--- config.mk ---
export PLATFORM = sky130hd
export DESIGN_NAME = mac_wb_sequencer
export DESIGN_NICKNAME = d
export VERILOG_FILES = /design/src/rtl/mac_wb_sequencer.sv
export SDC_FILE = /design/constraint.sdc
export NUM_CORES = 1
export LEC_CHECK = 0
export CAP_MARGIN = 40
export CORE_MARGIN = 2
export CORE_UTILIZATION = 25
export DETAILED_ROUTE_END_ITERATION = 16
export PLACE_DENSITY = 0.54
export SYNTH_ARGS = -nofsm -noshare
export SYNTH_HDL_FRONTEND = slang
export SYNTH_SLANG_ARGS = --single-unit
--- constraint.sdc ---
create_clock -name wb_clk_i -period 6.7 [get_ports wb_clk_i]
set_input_delay 1.005 -clock wb_clk_i [delete_from_list [all_inputs] [get_ports wb_clk_i]]
set_output_delay 1.005 -clock wb_clk_i [all_outputs]
set_load 0.02 [all_outputs]
--- src/rtl/mac_wb_sequencer.sv ---
// mac_wb_sequencer
//   Buffers {A, B, last} samples in a small FIFO and drives a Wishbone master
//   that feeds each sample to a downstream MAC slave. For every sample it
//   writes A (+0x0) and B (+0x4), then reads +0x10 to trigger the accumulate.
//   When the sample carries the last flag, the 48-bit accumulator is read back
//   from +0x8 (low word) and +0xC (high 16 bits) and presented on r_data.
//   A transaction that sees no ACK within TIMEOUT cycles is aborted, the
//   sample is dropped and the sticky err flag is set.
//
// Ports
//   wb_clk_i, wb_rst_i             clock, async active-high reset
//   s_valid/s_ready, s_a, s_b,
//   s_last                         input sample stream
//   wbm_CYC/STB/WE/ADR/DAT_MOSI/
//   SEL, wbm_ACK, wbm_DAT_MISO     Wishbone master
//   r_valid/r_ready, r_data        accumulator readback stream
//   err                            sticky ACK-timeout flag
//
// state  | meaning
// IDLE   | waiting for a FIFO entry; pops it and launches the A write
// WR_A   | write A to BASE+0x0
// WR_B   | write B to BASE+0x4
// ACC    | read BASE+0x10 (data discarded) to accumulate
// RD_LO  | read BASE+0x8 into r_data[31:0]
// RD_HI  | read BASE+0xC into r_data[47:32]
// OUT    | r_valid held until r_ready
module mac_wb_sequencer #(
  parameter int unsigned FIFO_DEPTH = 4,
  parameter int unsigned TIMEOUT    = 16,
  parameter logic [31:0] BASE_ADR   = 32'h0
) (
  input  logic        wb_clk_i,
  input  logic        wb_rst_i,
  input  logic        s_valid,
  output logic        s_ready,
  input  logic [24:0] s_a,
  input  logic [15:0] s_b,
  input  logic        s_last,
  output logic        wbm_CYC,
  output logic        wbm_STB,
  output logic        wbm_WE,
  output logic [31:0] wbm_ADR,
  output logic [31:0] wbm_DAT_MOSI,
  output logic        wbm_SEL,
  input  logic        wbm_ACK,
  input  logic [31:0] wbm_DAT_MISO,
  output logic        r_valid,
  input  logic        r_ready,
  output logic [47:0] r_data,
  output logic        err
);

  localparam int AW = $clog2(FIFO_DEPTH);
  localparam int CW = AW + 1;
  localparam int TW = $clog2(TIMEOUT + 1);
  localparam logic [TW-1:0] TMR_LOAD = TW'(TIMEOUT - 1);

  typedef enum logic [2:0] {IDLE, WR_A, WR_B, ACC, RD_LO, RD_HI, OUT} state_t;

  // ---------------- sample FIFO ----------------
  logic [41:0]   mem_q [FIFO_DEPTH];
  logic [AW-1:0] wr_ptr_q, wr_ptr_d, rd_ptr_q, rd_ptr_d;
  logic [CW-1:0] count_q, count_d;
  logic          push, pop;
  logic [41:0]   head;
  state_t        state_q;

  assign s_ready = (count_q != CW'(FIFO_DEPTH));
  assign push    = s_valid && s_ready;
  assign pop     = (state_q == IDLE) && (count_q != '0);
  assign head    = mem_q[rd_ptr_q];

  always_comb begin
    wr_ptr_d = push ? wr_ptr_q + 1'b1 : wr_ptr_q;
    rd_ptr_d = pop  ? rd_ptr_q + 1'b1 : rd_ptr_q;
    count_d  = count_q;
    case ({push, pop})
      2'b10:   count_d = count_q + 1'b1;
      2'b01:   count_d = count_q - 1'b1;
      default: count_d = count_q;
    endcase
  end

  always_ff @(posedge wb_clk_i or posedge wb_rst_i) begin
    if (wb_rst_i) begin
      wr_ptr_q <= '0;
      rd_ptr_q <= '0;
      count_q  <= '0;
    end else begin
      wr_ptr_q <= wr_ptr_d;
      rd_ptr_q <= rd_ptr_d;
      count_q  <= count_d;
    end
  end

  // Contents need no reset: pointers and count define what is valid.
  always_ff @(posedge wb_clk_i) begin
    if (push) mem_q[wr_ptr_q] <= {s_a, s_b, s_last};
  end

  // ---------------- sequencer FSM ----------------
  logic          gap_q;   // one idle bus cycle after every ACK
  logic [TW-1:0] tmr_q;
  logic [24:0]   a_q;
  logic [15:0]   b_q;
  logic          last_q;
  logic          cyc_q, we_q, r_valid_q, err_q;
  logic [31:0]   adr_q, dat_q;
  logic [47:0]   r_data_q;

  always_ff @(posedge wb_clk_i or posedge wb_rst_i) begin
    if (wb_rst_i) begin
      state_q   <= IDLE;
      gap_q     <= 1'b0;
      tmr_q     <= '0;
      a_q       <= '0;
      b_q       <= '0;
      last_q    <= 1'b0;
      cyc_q     <= 1'b0;
      we_q      <= 1'b0;
      adr_q     <= '0;
      dat_q     <= '0;
      r_valid_q <= 1'b0;
      r_data_q  <= '0;
      err_q     <= 1'b0;
    end else begin
      case (state_q)
        IDLE: begin
          if (count_q != '0) begin
            a_q     <= head[41:17];
            b_q     <= head[16:1];
            last_q  <= head[0];
            state_q <= WR_A;
            cyc_q   <= 1'b1;
            we_q    <= 1'b1;
            adr_q   <= BASE_ADR;
            dat_q   <= {7'b0, head[41:17]};
            tmr_q   <= TMR_LOAD;
          end
        end
        OUT: begin
          if (r_ready) begin
            r_valid_q <= 1'b0;
            state_q   <= IDLE;
          end
        end
        default: begin
          if (cyc_q) begin
            if (wbm_ACK) begin
              cyc_q <= 1'b0;
              gap_q <= 1'b1;
              if (state_q == RD_LO) r_data_q[31:0]  <= wbm_DAT_MISO;
              if (state_q == RD_HI) r_data_q[47:32] <= wbm_DAT_MISO[15:0];
            end else if (tmr_q == '0) begin
              // abort: drop the sample and any pending readback
              cyc_q   <= 1'b0;
              we_q    <= 1'b0;
              err_q   <= 1'b1;
              state_q <= IDLE;
            end else begin
              tmr_q <= tmr_q - 1'b1;
            end
          end else if (gap_q) begin
            gap_q <= 1'b0;
            tmr_q <= TMR_LOAD;
            we_q  <= 1'b0;
            dat_q <= '0;
            case (state_q)
              WR_A: begin
                state_q <= WR_B;
                cyc_q   <= 1'b1;
                we_q    <= 1'b1;
                adr_q   <= BASE_ADR + 32'h4;
                dat_q   <= {16'b0, b_q};
              end
              WR_B: begin
                state_q <= ACC;
                cyc_q   <= 1'b1;
                adr_q   <= BASE_ADR + 32'h10;
              end
              ACC: begin
                if (last_q) begin
                  state_q <= RD_LO;
                  cyc_q   <= 1'b1;
                  adr_q   <= BASE_ADR + 32'h8;
                end else begin
                  state_q <= IDLE;
                end
              end
              RD_LO: begin
                state_q <= RD_HI;
                cyc_q   <= 1'b1;
                adr_q   <= BASE_ADR + 32'hC;
              end
              RD_HI: begin
                state_q   <= OUT;
                r_valid_q <= 1'b1;
              end
              default: state_q <= IDLE;
            endcase
          end
        end
      endcase
    end
  end

  assign wbm_CYC      = cyc_q;
  assign wbm_STB      = cyc_q;
  assign wbm_WE       = we_q;
  assign wbm_ADR      = adr_q;
  assign wbm_DAT_MOSI = dat_q;
  assign wbm_SEL      = 1'b1;
  assign r_valid      = r_valid_q;
  assign r_data       = r_data_q;
  assign err          = err_q;

endmodule

-- Word level (Yosys, flattened, before mapping)
Memories as Yosys holds them, arrays and structs flattened.
Index checks and enable logic that the tools add are counted.
- add/sub/neg operators: 5
- equality and inequality tests: 20
- reduce and logical (&&, ||, !) cells: 26
- bitwise logic cells: 4
- mux-type cells: 50
- operators with widths (cell ; count):
    two-way mux 32 bit ; 7
    case mux 32 bit (2 select lines) ; 2
    case mux 32 bit (4 select lines) ; 1
    two-way mux 5 bit ; 5
    two-way mux 3 bit ; 7
    AND reduction 5 bit ; 4
    two-way mux 1 bit ; 19
    two-way mux 16 bit ; 1
    AND reduction 4 bit ; 4
    case mux 3 bit (5 select lines) ; 1
    case mux 3 bit (2 select lines) ; 2
    case mux 5 bit (2 select lines) ; 1
    == test 3 bit, second input constant ; 3
    inequality test 3 bit, second input constant ; 3
    case mux 1 bit (2 select lines) ; 4
    nonzero test 2 bit ; 4
    == test 3 x 2 -> 1 bit, second input constant ; 2
    inequality test 2 x 1 -> 1 bit, second input constant ; 3
    AND reduction 2 bit ; 3
    AND reduction 6 bit ; 1
    nonzero test 3 bit ; 2
    zero test 5 bit ; 1
    nonzero test 5 bit ; 1
    subtractor 5 x 1 -> 5 bit, second input constant ; 1
    17 further kinds ; 23
- input bits: 79
- bits in registers: 149
- word-level logic and storage cells: 122
- output and inout bits: 119
- RAM bits: 168
- memories kept: 1
- memory list (memory ; depth ; width ; rd ports ; clocked after Yosys merged registers in ; wr ports ; line ; source):
    mem_q ; 4 ; 42 ; 1 ; 0 ; 1 ; 61 ; logic [41:0] mem_q [FIFO_DEPTH];

-- Logic depth before layout (Yosys ltp)
- depth in word-level cells: 6
- gate-level depth with buffers: 11
- mapped depth without buffers: 10

-- Worst setup path after synthesis
Ideal clock, no wire load.
- path kind: input port to flip-flop
- start point: input s_valid
- end point: memory mem_q[0][0], enable pin
- stages on the path: 1
- setup slack: 4.241 ns
- data arrival time: 2.056 ns
- library setup time: 0.404 ns
- path through: and3_1
- longest elaborated chain between the ends: 3
- ends and longest elaborated chain (what ; line ; source):
    start, declared ; 34 ; input logic s_valid,
    logical AND 1 bit ; 69 ; assign push = s_valid && s_ready;
    two-way mux 1 bit ; 98 ; if (push) mem_q[wr_ptr_q] <= {s_a, s_b, s_last};
    two-way mux 1 bit (not written as such) ; 98 ;
    end, declared ; 61 ;
Every way passes these cells.

-- Worst setup path in the final report
- start point: register state_q[0]
- end point: register count_q[2]
- longest elaborated chain between the ends: 4
- elaborated cells between the ends (all ways): 6
- those cells by class: 2 x eq/ne; 1 x mux; 3 x reduce/logical
- ends and longest elaborated chain (what ; line ; source):
    start, declared ; 66 ; state_t state_q;
    start signal, assigned ; 113 ; state_q <= IDLE;
    start signal, assigned ; 133 ; state_q <= WR_A;
    start signal, assigned ; 144 ; state_q <= IDLE;
    zero test 3 bit * ; 70 ; assign pop = (state_q == IDLE) && (count_q != '0);
    logical AND 1 bit * ; 70 ;
    == test 2 x 1 -> 1 bit / == test 2 bit (equally long branches) ; 77 ; case ({push, pop})
    case mux 3 bit (2 select lines) / nonzero test 2 bit (equally long branches) ; -- ;
    end signal, assigned ; 92 ; count_q <= count_d;
    end, declared ; 63 ; logic [CW-1:0] count_q, count_d;
Mark *: on every way between the ends. The rest lies on a longest branch, timed or not.
A chain may end at the register's enable or synchronous reset.

==> metrics.md <==
| Metric | Value |
|---|---|
| Via/cell ratio | `4.21` |
| Final hold vios | `0` |
| Clock transition at the registers of the reported paths | `0.06 ns` |
| Post-DP HPWL | `15.2 mm` |
| # IOs | `198` |
| Core area | `44300 µm²` |
| Library cells used by synthesis | `59` |
| Hold Path Cell Cnt | `1` |
| Starting Density | `0.254` |
| Most common cell after layout, fill and taps aside | `edfxtp_1` |
| Worst reg2reg path depth | `9` |
| LEAKAGE | `between 5 and 6 nW` |
| First-pass GRT wire length | `38.4 mm` |
| Synth Instances | `roughly 630` |
| Bufs on Longest Clock Path | `3` |
| CP Class | `flip-flop to flip-flop` |
| Max_slew headroom | `0.486` |
| Placed cell area | `between 10000 and 15000 µm²` |
| Clock Sinks | `about 280` |
| Post-DRT Antenna Nets | `0` |
| Crit share post-route | `0.457` |
| GRT Total Usage | `0.109` |
| Area of the multi-input gates | `3040 µm²` |
| Largest net degree at the start of global routing | `63` |
| Vias in the first global route | `6236` |
| CP arrival | `3.51 ns` |
| Nets | `893` |
| Worst EP required | `between 7 and 8 ns` |
| Final hold slack | `between 0.4 and 0.5 ns` |
| Clock latency on the worst-skew pair | `0.54 ns` |
| Placement Rows | `77` |
| Max VDD drop | `190 µV` |
| Pins over their slew limit | `0` |
| Post-route DRC | `0` |
| Reg2reg end | `count_q[2]` |
| H-tree Lvls | `2` |
| Skew final | `about 0.013 ns` |
| Port Buffers | `between 150 and 200` |
| Drt wl/cell | `17.9 µm` |
| Hold worst-path end | `err` |
| CTS root buffer | `clkbuf_16` |
| Area Growth Syn to Fin | `29.0%` |
| Crit-path max FO | `34` |
| Routed WL | `25.4 mm` |
| Initial antenna violation count | `0` |
| Power per Cell Area | `444 nW/µm²` |
| TritonRoute pass-1 iters | `6` |
| Ys Warns | `0` |
| Die Y | `216 µm` |
| Via count | `between 5000 and 6000` |
| Global route overflow | `0` |
| Die X | `216 µm` |
| Most frequent cells in the layout | `168 x edfxtp_1, 160 x clkdlybuf4s50_1, 111 x dfrtp_1, 54 x mux2_2, 42 x mux4_2` |
| Proportion of layout cells with a drive suffix above 1 | `0.208` |
| Overall Power | `roughly 6.5 mW` |
| Ys async rst share | `0.402` |
| Final worst path period need | `3.06 ns` |
| Status | `complete, no violations` |
| Achievable Freq | `0.326 GHz` |
| Post-CTS Resized | `0` |
| Max Cap Viol | `0` |
| Unrepaired setup endpoints after global routing | `no` |
| Post-route cell area | `about 15000 µm²` |
| Post-Syn Area | `11300 µm²` |
| Antenna cells | `0` |
| Die footprint | `around 47000 µm²` |
| Post-CTS setup repair buffer count | `0` |
| Post-synthesis sequential area ratio | `0.699` |
| Number of fill cells | `about 4300` |
| Placer Congestion | `0.747` |
| #FFs+latches synth | `281` |
| Crit start category | `flip-flop` |
| DRT iter0 DRCs | `396` |
| Register-to-register setup slack | `3.64 ns` |
| Register area | `7880 µm²` |
| Post-synthesis area per instance | `between 15 and 20 µm²` |
| Final setup fails | `0` |
| Post-synth EDFFs | `168` |
| Setup crit end kind | `flip-flop` |
| Main synth FF type | `edfxtp_1` |
| Number of buffers created by CTS | `34` |
| HP Start | `err` |
| Tightest Pin Transition | `0.771 ns` |
| CTS tree | `done` |
| Worst R2R Start | `state_q[0]` |
| Final setup TNS | `0 ns` |
| Worst min path class | `flip-flop to flip-flop` |
| Hold Buf Count CTS | `0` |
[critical path, stage by stage, from the launching register on]
cell and delay, ns:
dfrtp_1 0.65, or3_1 0.61, nor2_4 0.12, buf_4 0.48
ha_1 0.29, inv_1 0.06, fa_1 0.37, xor2_1 0.15
nor2_1 0.11, xor2_1 0.15
[area by class of cell]
type / instances / share of cell area
well taps: 592 / 0.0510
clock inverters: 14 / 0.0103
multi-input cells: 303 / 0.209
flip-flops and latches: 281 / 0.542
clock buffers: 48 / 0.0643
inverters: 15 / 0.00422
repair buffers: 171 / 0.119
[metal layers]
| metal | up-vias | global-route usage | part of all wire |
|---|---|---|---|
| met4 | 0 | 0.0404 | 0.023 |
| met1 | 3044 | 0.140 | 0.44 |
| met5 | - | 0 | 0 |
| met3 | 40 | 0.0258 | 0.055 |
| met2 | 187 | 0.178 | 0.48 |
| li1 | 2720 | - | - |
[worst max path at each step]
stage | start | cells past startpoint | endpoint
after detailed placement | state_q[0] | 9 | count_q[2]
after global placement | state_q[0] | 9 | count_q[2]
after global routing | state_q[0] | 9 | count_q[2]
final | state_q[0] | 9 | count_q[2]
after floorplan | wb_rst_i | 1 | b_q[0]
after CTS | state_q[0] | 9 | count_q[2]
[cells by family (layout without fill, tap and decap cells)]
family / after synthesis / in the layout / synth area share
other: 2 / 37 / 0.000667
muxes: 125 / 125 / 0.165
DFF: 281 / 281 / 0.699
adders and majority gates: 9 / 9 / 0.0104
AOI/OAI and AO/OA: 68 / 68 / 0.0464
buffers and inverters: 85 / 248 / 0.0443
xor gates and xnor gates: 7 / 7 / 0.00545
and+or+nand+nor: 57 / 57 / 0.0279
[flip-flops by register name (all words and copies together) (netlist names), 2 cells and up]
name / count
mem_q: 168
r_data: 48
wbm_DAT_MOSI: 25
b_q: 16
tmr_q: 5
count_q: 3
state_q: 3
wbm_ADR: 3
rd_ptr_q: 2
wr_ptr_q: 2
[Yosys cell counts (3+ instances only)]
library cell  instances  share of area
a21oi_1               6         0.0027
dfrtp_1             113           0.25
clkbuf_1             12         0.0040
nand2b_1              3         0.0017
inv_1                13         0.0043
o21ai_0               8         0.0036
buf_4                41          0.027
mux2i_1              17          0.015
mux2_2               54          0.054
nor2_1               16         0.0053
a22o_1                9         0.0070
o22ai_1               5         0.0028
a211oi_1              3         0.0020
and2_1                3         0.0017
a2bb2oi_1             3         0.0023
xor2_1                4         0.0031
xnor2_1               3         0.0023
o2bb2ai_1            16          0.012
mux4_2               42          0.084
mux2_1               11          0.011
nand2_1               7         0.0023
buf_2                15         0.0067
edfxtp_1            168           0.45
and3_1                5         0.0028
ha_1                  7         0.0078
nor3_1                6         0.0027
[report_power, final]
group | total, mW | internal [mW] | switching (mW)
combinational | 2.11 | 1.02 | 1.09
clock | 1.78 | 1.06 | 0.719
sequential | 2.56 | 2.32 | 0.249
total | 6.45 | 4.39 | 2.06
[per-stage QoR]
step           std cells   util  worst slack [ns]
2_1_floorplan        669      -              2.71
3_3_place_gp        1360  0.302              3.65
3_5_place_dp        1362  0.303              3.61
4_1_cts             1424  0.328              3.60
5_1_grt             1424  0.328              3.40
6_report            1424  0.328              3.64
No activity file was read; power rests on OpenSTA's default activity.
